--- config.mk ---
export PLATFORM = sky130hd
export DESIGN_NAME = uart_tx_fifo
export DESIGN_NICKNAME = d
export VERILOG_FILES = /design/src/rtl/uart_pkg.sv /design/src/rtl/sync_fifo.sv /design/src/rtl/uart_tx_fifo.sv
export SDC_FILE = /design/constraint.sdc
export NUM_CORES = 1
export LEC_CHECK = 0
export BUFFER_PORTS_ARGS = -buffer_cell sky130_fd_sc_hd__buf_2
export CAP_MARGIN = 20
export CELL_PAD_IN_SITES_DETAIL_PLACEMENT = 0
export CELL_PAD_IN_SITES_GLOBAL_PLACEMENT = 1
export CORE_ASPECT_RATIO = 1.25
export CORE_MARGIN = 2
export CORE_UTILIZATION = 46
export DETAILED_ROUTE_END_ITERATION = 10
export GPL_ROUTABILITY_DRIVEN = 0
export PLACE_DENSITY = 0.74
export SLEW_MARGIN = 40
export SYNTH_ARGS = -nofsm -noshare
export SYNTH_HDL_FRONTEND = slang
export SYNTH_SLANG_ARGS = --single-unit
--- constraint.sdc ---
create_clock -name clk -period 3.1 [get_ports clk]
set_clock_uncertainty 0.2 [all_clocks]
set_input_delay 0.62 -clock clk [delete_from_list [all_inputs] [get_ports clk]]
set_output_delay 0.62 -clock clk [all_outputs]
set_load 0.01 [all_outputs]
--- src/rtl/uart_pkg.sv ---
// Shared definitions for the buffered UART transmitter: FSM states,
// status-word bit positions and frame geometry.
`ifndef XLEN
`define XLEN 32
`endif

package uart_pkg;

    typedef enum logic [1:0] {
        IDLE  = 2'd0,
        START = 2'd1,
        DATA  = 2'd2,
        STOP  = 2'd3
    } uart_state_t;

    localparam int STAT_BUSY    = 0;
    localparam int STAT_EMPTY   = 1;
    localparam int STAT_FULL    = 2;
    localparam int STAT_CNT_LSB = 8;

    // Start bit + 8 data bits + stop bit
    localparam int FRAME_BITS = 10;

endpackage

--- src/rtl/sync_fifo.sv ---
// Single-clock FIFO with occupancy count. Pushes into a full FIFO and pops
// from an empty FIFO are ignored. The head entry is visible combinationally.
module sync_fifo #(
    parameter int WIDTH = 8,
    parameter int DEPTH = 16
) (
    input  logic                   clk,
    input  logic                   rstn,
    input  logic                   push,
    input  logic                   pop,
    input  logic [WIDTH-1:0]       wdata,
    output logic [WIDTH-1:0]       rdata,
    output logic                   full,
    output logic                   empty,
    output logic [$clog2(DEPTH):0] count
);

    localparam int AW = $clog2(DEPTH);
    localparam int CW = AW + 1;

    logic [WIDTH-1:0] mem [DEPTH];
    logic [AW-1:0]    wr_ptr;
    logic [AW-1:0]    rd_ptr;
    logic             do_push;
    logic             do_pop;

    assign full    = (count == CW'(DEPTH));
    assign empty   = (count == '0);
    assign do_push = push && !full;
    assign do_pop  = pop && !empty;
    assign rdata   = mem[rd_ptr];

    // Storage array; contents are don't-care until written, so no reset
    always_ff @(posedge clk) begin
        if (do_push) begin
            mem[wr_ptr] <= wdata;
        end
    end

    // Pointers wrap naturally at DEPTH; a simultaneous push and pop leaves count alone
    always_ff @(posedge clk or negedge rstn) begin
        if (!rstn) begin
            wr_ptr <= '0;
            rd_ptr <= '0;
            count  <= '0;
        end else begin
            if (do_push) begin
                wr_ptr <= wr_ptr + AW'(1);
            end
            if (do_pop) begin
                rd_ptr <= rd_ptr + AW'(1);
            end
            case ({do_push, do_pop})
                2'b10:   count <= count + CW'(1);
                2'b01:   count <= count - CW'(1);
                default: count <= count;
            endcase
        end
    end

endmodule

--- src/rtl/uart_tx_fifo.sv ---
// Buffered 8N1 UART transmitter. Bus writes push bytes into a FIFO, bus
// reads return a status word, and a four-state FSM serialises each byte
// onto txd at CLK_DIV clocks per bit, chaining frames with no idle gap.
module uart_tx_fifo
    import uart_pkg::*;
#(
    parameter int CLK_DIV    = 16,
    parameter int FIFO_DEPTH = 16,
    parameter int XLEN       = `XLEN
) (
    input  logic            clk,
    input  logic            rstn,
    input  logic            cen,
    input  logic            wr,
    input  logic [7:0]      wdata,
    output logic [XLEN-1:0] rdata,
    output logic            error,
    output logic            txd,
    output logic            busy
);

    localparam int          CW        = $clog2(FIFO_DEPTH) + 1;
    localparam logic [15:0] BAUD_LAST = 16'(CLK_DIV - 1);
    localparam logic [2:0]  LAST_BIT  = 3'(FRAME_BITS - 3);

    uart_state_t     state;
    uart_state_t     state_n;
    logic [15:0]     baud_cnt;
    logic [15:0]     baud_n;
    logic [2:0]      bit_idx;
    logic [2:0]      bit_n;
    logic [7:0]      shift;
    logic [7:0]      shift_n;
    logic            txd_n;
    logic            baud_done;
    logic            push;
    logic            pop;
    logic            full;
    logic            empty;
    logic [7:0]      head;
    logic [CW-1:0]   count;
    logic [XLEN-1:0] status;

    // Full comes from the registered count, so a same-cycle pop never makes room
    assign push      = cen && wr && !full;
    assign error     = cen && wr && full;
    assign baud_done = (baud_cnt == BAUD_LAST);
    assign busy      = (state != IDLE) || !empty;

    sync_fifo #(
        .WIDTH (8),
        .DEPTH (FIFO_DEPTH)
    ) u_fifo (
        .clk   (clk),
        .rstn  (rstn),
        .push  (push),
        .pop   (pop),
        .wdata (wdata),
        .rdata (head),
        .full  (full),
        .empty (empty),
        .count (count)
    );

    // Assemble the status word that software polls before writing
    always_comb begin
        status                        = '0;
        status[STAT_BUSY]             = (state != IDLE);
        status[STAT_EMPTY]            = empty;
        status[STAT_FULL]             = full;
        status[STAT_CNT_LSB +: 8]     = 8'(count);
    end

    assign rdata = (cen && !wr) ? status : '0;

    // FSM, baud counter, shift register and registered txd
    always_ff @(posedge clk or negedge rstn) begin
        if (!rstn) begin
            state    <= IDLE;
            baud_cnt <= '0;
            bit_idx  <= '0;
            shift    <= '0;
            txd      <= 1'b1;
        end else begin
            state    <= state_n;
            baud_cnt <= baud_n;
            bit_idx  <= bit_n;
            shift    <= shift_n;
            txd      <= txd_n;
        end
    end

    // Next-state logic; the shift register moves right so the next data bit is always shift[1]
    always_comb begin
        state_n = state;
        baud_n  = baud_cnt;
        bit_n   = bit_idx;
        shift_n = shift;
        txd_n   = txd;
        pop     = 1'b0;
        unique case (state)
            IDLE: begin
                txd_n = 1'b1;
                if (!empty) begin
                    pop     = 1'b1;
                    shift_n = head;
                    txd_n   = 1'b0;
                    baud_n  = '0;
                    bit_n   = '0;
                    state_n = START;
                end
            end
            START: begin
                if (baud_done) begin
                    baud_n  = '0;
                    bit_n   = '0;
                    txd_n   = shift[0];
                    state_n = DATA;
                end else begin
                    baud_n = baud_cnt + 16'd1;
                end
            end
            DATA: begin
                if (baud_done) begin
                    baud_n = '0;
                    if (bit_idx == LAST_BIT) begin
                        txd_n   = 1'b1;
                        state_n = STOP;
                    end else begin
                        bit_n   = bit_idx + 3'd1;
                        shift_n = {1'b0, shift[7:1]};
                        txd_n   = shift[1];
                    end
                end else begin
                    baud_n = baud_cnt + 16'd1;
                end
            end
            STOP: begin
                if (baud_done) begin
                    baud_n = '0;
                    if (!empty) begin
                        pop     = 1'b1;
                        shift_n = head;
                        txd_n   = 1'b0;
                        bit_n   = '0;
                        state_n = START;
                    end else begin
                        state_n = IDLE;
                    end
                end else begin
                    baud_n = baud_cnt + 16'd1;
                end
            end
            default: begin
                state_n = IDLE;
                txd_n   = 1'b1;
            end
        endcase
    end

`ifndef SYNTHESIS
    // Echo each character to the console as it leaves the FIFO
    always @(posedge clk) begin
        if (rstn && pop) begin
            $write("%c", head);
        end
    end
`endif

endmodule
==> results of run 1 <==
[flip-flops by register name, summed over array words and instances, names as in the netlist, 2 cells and up]
signal,flops
u_fifo.mem,128
state,2
u_fifo.wr_ptr,4
u_fifo.count,5
bit_idx,3
shift,8
baud_cnt,16
u_fifo.rd_ptr,4
[placed cells by master (no fill, tap or decap), types with 3 or more instances in the layout]
cell type / Yosys / routed
a221oi_1: 3 / 3
o211ai_1: 12 / 12
o21ai_0: 29 / 27
nand3_1: 11 / 11
nand2_1: 35 / 35
a21oi_1: 8 / 6
mux4_2: 17 / 17
xnor2_1: 8 / 8
a22oi_1: 13 / 13
nor2_1: 31 / 31
inv_1: 19 / 18
inv_6: 0 / 6
clkinv_2: 0 / 3
nor2b_1: 5 / 5
and3_1: 5 / 5
xor2_1: 5 / 5
or4_4: 3 / 3
clkbuf_16: 0 / 17
edfxtp_1: 128 / 128
o31ai_1: 4 / 4
buf_2: 6 / 22
and2_1: 5 / 5
a21oi_2: 1 / 3
nand4_1: 4 / 4
a31oi_1: 4 / 4
dfrtp_1: 42 / 41
buf_4: 25 / 51
mux2_4: 7 / 7
mux2i_1: 33 / 33
ha_1: 17 / 16
conb_1: 1 / 24
nand2b_1: 4 / 4
nor3_1: 10 / 8
o21ai_1: 1 / 3
[through the flow]
stage	total power, mW	hold WS, ps
global placement	3.23	260
finish	5.24	58.4
global route	5.46	95.5
CTS	5.28	70.6
floorplan	3.08	124
detailed placement	3.26	257
[cell families (layout without fill, tap and decap cells)]
family                   Yosys count  after routing
multiplexers                      60             60
adder cells (fa/ha/maj)           18             18
AO/OA/AOI/OAI                     89             89
AND/OR/NAND/NOR                  126            126
buffers and inverters             66            124
flip-flops                       171            171
XOR/XNOR                          13             13
other                              1             24
[cell type report]
class | instances | area share
flip-flops and latches | 171 | 0.552
inverters | 19 | 0.00800
repair buffers | 74 | 0.0575
clock buffers | 17 | 0.0477
multi-input cells | 330 | 0.289
well taps | 220 | 0.0309
clock inverters | 14 | 0.0150
[final timing paths]
kind | startpoint | endpoint | slack [ps] | depth (start not counted)
min in group clk | txd | txd | 270 | 2
max | baud_cnt[10] | u_fifo.count[4] | -3 | 12
min | rstn | baud_cnt[0] | 60 | 1
max reg2reg | baud_cnt[10] | u_fifo.count[4] | -3 | 12
min reg2reg | txd | txd | 270 | 2
max in group asynchronous | rstn | baud_cnt[15] | 1940 | 2
[power breakdown]
part | switching [mW] | total (mW) | internal (mW) | leakage [nW]
clock network | 0.906 | 2.02 | 1.12 | 0.277
registers | 0.119 | 2.73 | 2.61 | 1.71
logic | 0.309 | 0.490 | 0.182 | 1.56
[worst max-delay path, delay by kind of cell, from the launching register on]
kind	cells	cell delay, ps
buffers and inverters	1	110
AOI/OAI and AO/OA	3	360
and+or+nand+nor	5	1360
DFF	1	380
xor gates and xnor gates	1	140
adders and majority gates	2	490
[layer usage]
| metal | vias up | wire (um) |
|---|---|---|
| met4 | 0 | 278 |
| li1 | 2141 | - |
| met1 | 2240 | 6580 |
| met3 | 16 | 541 |
| met2 | 94 | 8440 |
| met5 | - | 0 |
[what timing repair did]
item                                   4_1_cts  5_1_grt
setup endpoints to repair                    1        3
endpoints found under the hold margin        0        0
buffers inserted                             0        4
gates resized for setup                      2        4
pin swaps                                    1        1
==> impl_metrics.tcl, run 1 <==
set metrics [dict create \
    outcome "finished, violations left" \
    violations "setup timing" \
    ys_seq_area_frac 0.634 \
    relSlewSlack 0.487 \
    core_area_sq_um 16600 \
    synth.most_common_cell "edfxtp_1" \
    async_reset_ff_frac 0.251 \
    avgSynthCellArea_sq_um 14.3 \
    synthTopCellsByArea "edfxtp_1 (50%), dfrtp_1 (14%), mux4_2 (4.9%)" \
    fp.dieW_um 120 \
    synthSimpleGateAreaFrac 0.0869 \
    met1_usage 0.228 \
    instances_no_fill 845 \
    cts.sinks 171 \
    drc 0 \
    dieHeight_um 149 \
    viasPerCell 5.31 \
    via_count 4491 \
    cts_tree "yes" \
    grt_first_pass_wirelength_um 24600 \
    yosys.area.top_type_share 0.495 \
    hold_path.class "primary input to asynchronous set/reset pin" \
    tightest_slew_ps 770 \
    grt_pass1_vias 4548 \
    synth-xor-area-share 0.0147 \
    dpl_cell_area_sq_um 8320 \
    max_cap_viol_count 0 \
    io_buffers 22 \
    use_met2 0.324 \
    critPathMaxFanout 3 \
    synth_cell_types 62 \
    register_area_sq_um 4920 \
    first_iter_violations 282 \
    fin_setup_tns_ps -3.16 \
    fillCellCount 1378 \
    antenna_cells 0 \
    routedWlPerCell_um 18.7 \
    syn_area_sq_um 7760 \
    cts_buffer_depth 2 \
    antenna_found_initial 0 \
    setup.worst_path.class "flop to flop" \
    grt_overflow 0 \
    dieArea_sq_um 17900 \
    p_per_area_nw_per_um2 588 \
    synth_adder_area_share 0.0300 \
    p_leak_nw 3.54 \
    synth_common_cells "edfxtp_1 (128), dfrtp_1 (42), nand2_1 (35), mux2i_1 (33), nor2_1 (31)" \
    synth_edf_count 128 \
    h-tree-depth 4 \
    cts_root_buffer "clkbuf_16" \
    dpl.cell_count 810 \
    multi_input_area_sq_um 2580 \
    synth_seq_cells 171 \
    yosysWarnings 0 \
    pre_cts_ws_ps -57.6 \
    synthMuxAreaShare 0.110 \
    yosysTopAreaCell "edfxtp_1" \
    cts_buffers 17 \
    fin_crit_sh 1.00 \
    cp_data_required_time_ps 3250 \
    cp_slowest_cell "or4_4" \
    max-vdd-ir-drop_v 0.000412 \
    clk-insertion-delay-late_ps 430 \
    grt_max_degree 39 \
    post-route-util 0.536 \
    synthCells 544 \
    num_io_pins 47 \
    cp.arrival_ps 3250 \
    cp-start-kind "flop" \
    fin_ws_ps -3.16 \
    layout-drive-gt1-share 0.246 \
    drv_slew 0 \
    rsz0062_at_grt "true" \
    dp_hpwl_um 10800 \
    synth_compound_area_frac 0.0760 \
    synth_top_family_by_area "multiplexers" \
    initial_core_util 0.466 \
    cts_hold_repair.buffers 0 \
    grt_util_met3 0.0378 \
    fin_crit_ps 3100 \
    wl_um 15800 \
    final-setup-viol-count 1 \
    clkTransAtPathRegs_ps 70 \
    hold_viol 0 \
    grtUsageTotal 0.186 \
    nets 643 \
    final_cell_area_sq_um 8920 \
    endpoint_kind "flop" \
    busiest_layer "met2" \
    first_pass_iters 4 \
    slowest_delay_ps 560 \
    yosys_most_used_dff "edfxtp_1" \
    ant_nets 0 \
    rows 53 \
    max_freq_mhz 322 \
    path_cells "or4_4 -> nor4_4 -> a21oi_2 -> nor3_4 -> ha_2 -> buf_4 -> ha_1 -> nor2b_1 -> o21ai_1 -> a21oi_1 -> nor3_2 -> xnor2_1" \
    areaGrowthSynthToFinish_pct 15.0 \
]
(Power assumes the default switching activity.)
==> run 2, diff against run 1 <==
Settings changed: ABC_CLOCK_PERIOD_IN_PS from default to 2500.
Clock period 3.1 ns to 2.5 ns, I/O delays scaled along.
==> run 2 against run 1 <==
Against the previous run:
- the flow still finishes with violations (setup timing)
- critical endpoint unchanged
- sequential power increased by 23%
- hold slack improved by 210 ps
- setup slack got worse by 540 ps
- clock power increased by 24%
- critical path type unchanged
==> impl_metrics.tcl, run 2 (synthesis results as in run 1) <==
set metrics [dict create \
    outcome "finished, violations left" \
    violations "setup timing" \
    core_area_sq_um 16600 \
    hold_viol 0 \
    clkTransAtPathRegs_ps 70 \
    dieArea_sq_um 17900 \
    io_buffers 22 \
    final_cell_area_sq_um 9250 \
    largest_register_ffs 128 \
    h-tree-depth 4 \
    rr_worst_depth 12 \
    cts.sinks 171 \
    grt_overflow 0 \
    fp.dieW_um 120 \
    holdPathEnd "txd" \
    endpoint_kind "flop" \
    relSlewSlack 0.634 \
    cp-start-kind "flop" \
    max_cap_viol_count 0 \
    drv_slew 0 \
    regMostFlops "u_fifo.mem" \
    cp_data_required_time_ps 2650 \
    fin_ws_ps -546 \
    first_iter_violations 310 \
    rsz0062_at_grt "true" \
    hold_start "txd" \
    fin_setup_tns_ps -3490 \
    hold_path.class "flop to flop" \
    rr_endpoint "u_fifo.count[4]" \
    nets 668 \
    final-setup-viol-count 14 \
    crit-reg2reg-launch "baud_cnt[6]" \
    max_freq_mhz 328 \
    cp.arrival_ps 3200 \
    max-vdd-ir-drop_v 0.000748 \
    final_common_cell "edfxtp_1" \
    dieHeight_um 149 \
    top_regs "u_fifo.mem (128), baud_cnt (16), shift (8)" \
    whs_ps 271 \
    multi_input_area_sq_um 2670 \
    initial_core_util 0.466 \
    final_cell_mix "edfxtp_1 (128), buf_4 (68), dfrtp_1 (41), nand2_1 (35), mux2i_1 (33)" \
    ant_nets 0 \
    fin_crit_ps 3050 \
    tightest_slew_ps 549 \
    rows 53 \
    p_leak_nw 3.66 \
    antenna_found_initial 0 \
    grt_max_degree 19 \
    cts_buffers 17 \
    min_path_cells 2 \
    routedWlPerCell_um 19.0 \
    cts_buffer_depth 2 \
    grt_pass1_vias 4805 \
    via_count 4608 \
    register_area_sq_um 4920 \
    clk-insertion-delay-late_ps 430 \
    antenna_cells 0 \
    critPathMaxFanout 3 \
    first_pass_iters 5 \
    num_io_pins 47 \
    areaGrowthSynthToFinish_pct 19.2 \
    setup.worst_path.class "flop to flop" \
    cts_root_buffer "clkbuf_16" \
    wl_um 16500 \
    fin_crit_sh 1.22 \
    drc 0 \
    pre_cts_ws_ps -549 \
    r2r_slack_ps -550 \
    grt_first_pass_wirelength_um 25900 \
    layout-drive-gt1-share 0.301 \
    viasPerCell 5.29 \
    dpl_cell_area_sq_um 8510 \
    cts_tree "yes" \
    p_per_area_nw_per_um2 726 \
    dp_hpwl_um 11600 \
    fillCellCount 1351 \
    grtUsageTotal 0.194 \
]
## run 2: cell types whose count changed in the layout (fill, tap and decap cells not counted), sizes merged
| cell | before | now |
|---|---|---|
| buf | 74 | 98 |
| bufinv | 1 | 0 |
| clkinv | 5 | 6 |
| dlygate4sd3 | 0 | 1 |
| inv | 26 | 27 |
## run 2: worst max-delay path, cell delays in order, from the launching register on
cell and delay [ps]:
dfrtp_1 380, or4_4 560, nor4_4 320, a21oi_2 120
nor3_4 170, ha_4 170, inv_2 40, fa_2 330
nor2b_1 110, o21ai_1 80, and3_1 200, nor3_2 140
xnor2_1 140
## run 2: through the flow
step | total power, mW | cells | util
after floorplan | 3.84 | 567 | -
after global placement | 4.12 | 829 | 0.511
after detailed placement | 4.16 | 829 | 0.511
after CTS | 6.70 | 865 | 0.550
after global routing | 6.96 | 871 | 0.555
final | 6.71 | 871 | 0.555
## run 2: final cells by class
type | instances | share of cell area
clock buffer | 17 | 0.0460
clock inverter | 15 | 0.0143
inverter | 19 | 0.00771
multi-input combinational | 330 | 0.289
sequential | 171 | 0.532
tap | 220 | 0.0298
timing repair buffer | 99 | 0.0808
## run 2: repair_timing
item / 4_1_cts / 5_1_grt
hold buffers: 1 / 0
pin swaps: 8 / 14
setup buffers: 3 / 7
endpoints found under the hold margin: 13 / 0
resized for setup: 17 / 18
endpoints found under the setup margin: 58 / 57
## run 2: worst max path at each step
| stage | from | end | depth (start not counted) | slack (ps) |
|---|---|---|---|---|
| 3_3_place_gp | baud_cnt[12] | u_fifo.count[4] | 12 | -490 |
| 5_1_grt | baud_cnt[6] | u_fifo.count[4] | 12 | -700 |
| 3_5_place_dp | baud_cnt[13] | u_fifo.count[4] | 12 | -550 |
| 4_1_cts | baud_cnt[5] | u_fifo.count[4] | 12 | -540 |
| 6_report | baud_cnt[6] | u_fifo.count[4] | 12 | -550 |
| 2_1_floorplan | baud_cnt[9] | u_fifo.count[4] | 12 | -700 |
## run 2: where the power goes
part / leakage [nW] / switching, mW / internal, mW
logic: 1.68 / 0.503 / 0.357
clock network: 0.275 / 1.19 / 1.31
registers: 1.71 / 0.124 / 3.23
total: 3.66 / 1.81 / 4.90
## run 2: layer usage
| metal | vias up | global-route usage | wire length [um] |
|---|---|---|---|
| li1 | 2185 | - | - |
| met1 | 2313 | 0.217 | 6450 |
| met2 | 92 | 0.366 | 9330 |
| met3 | 18 | 0.0401 | 503 |
| met4 | 0 | 0.0665 | 238 |
| met5 | - | 0 | 0 |
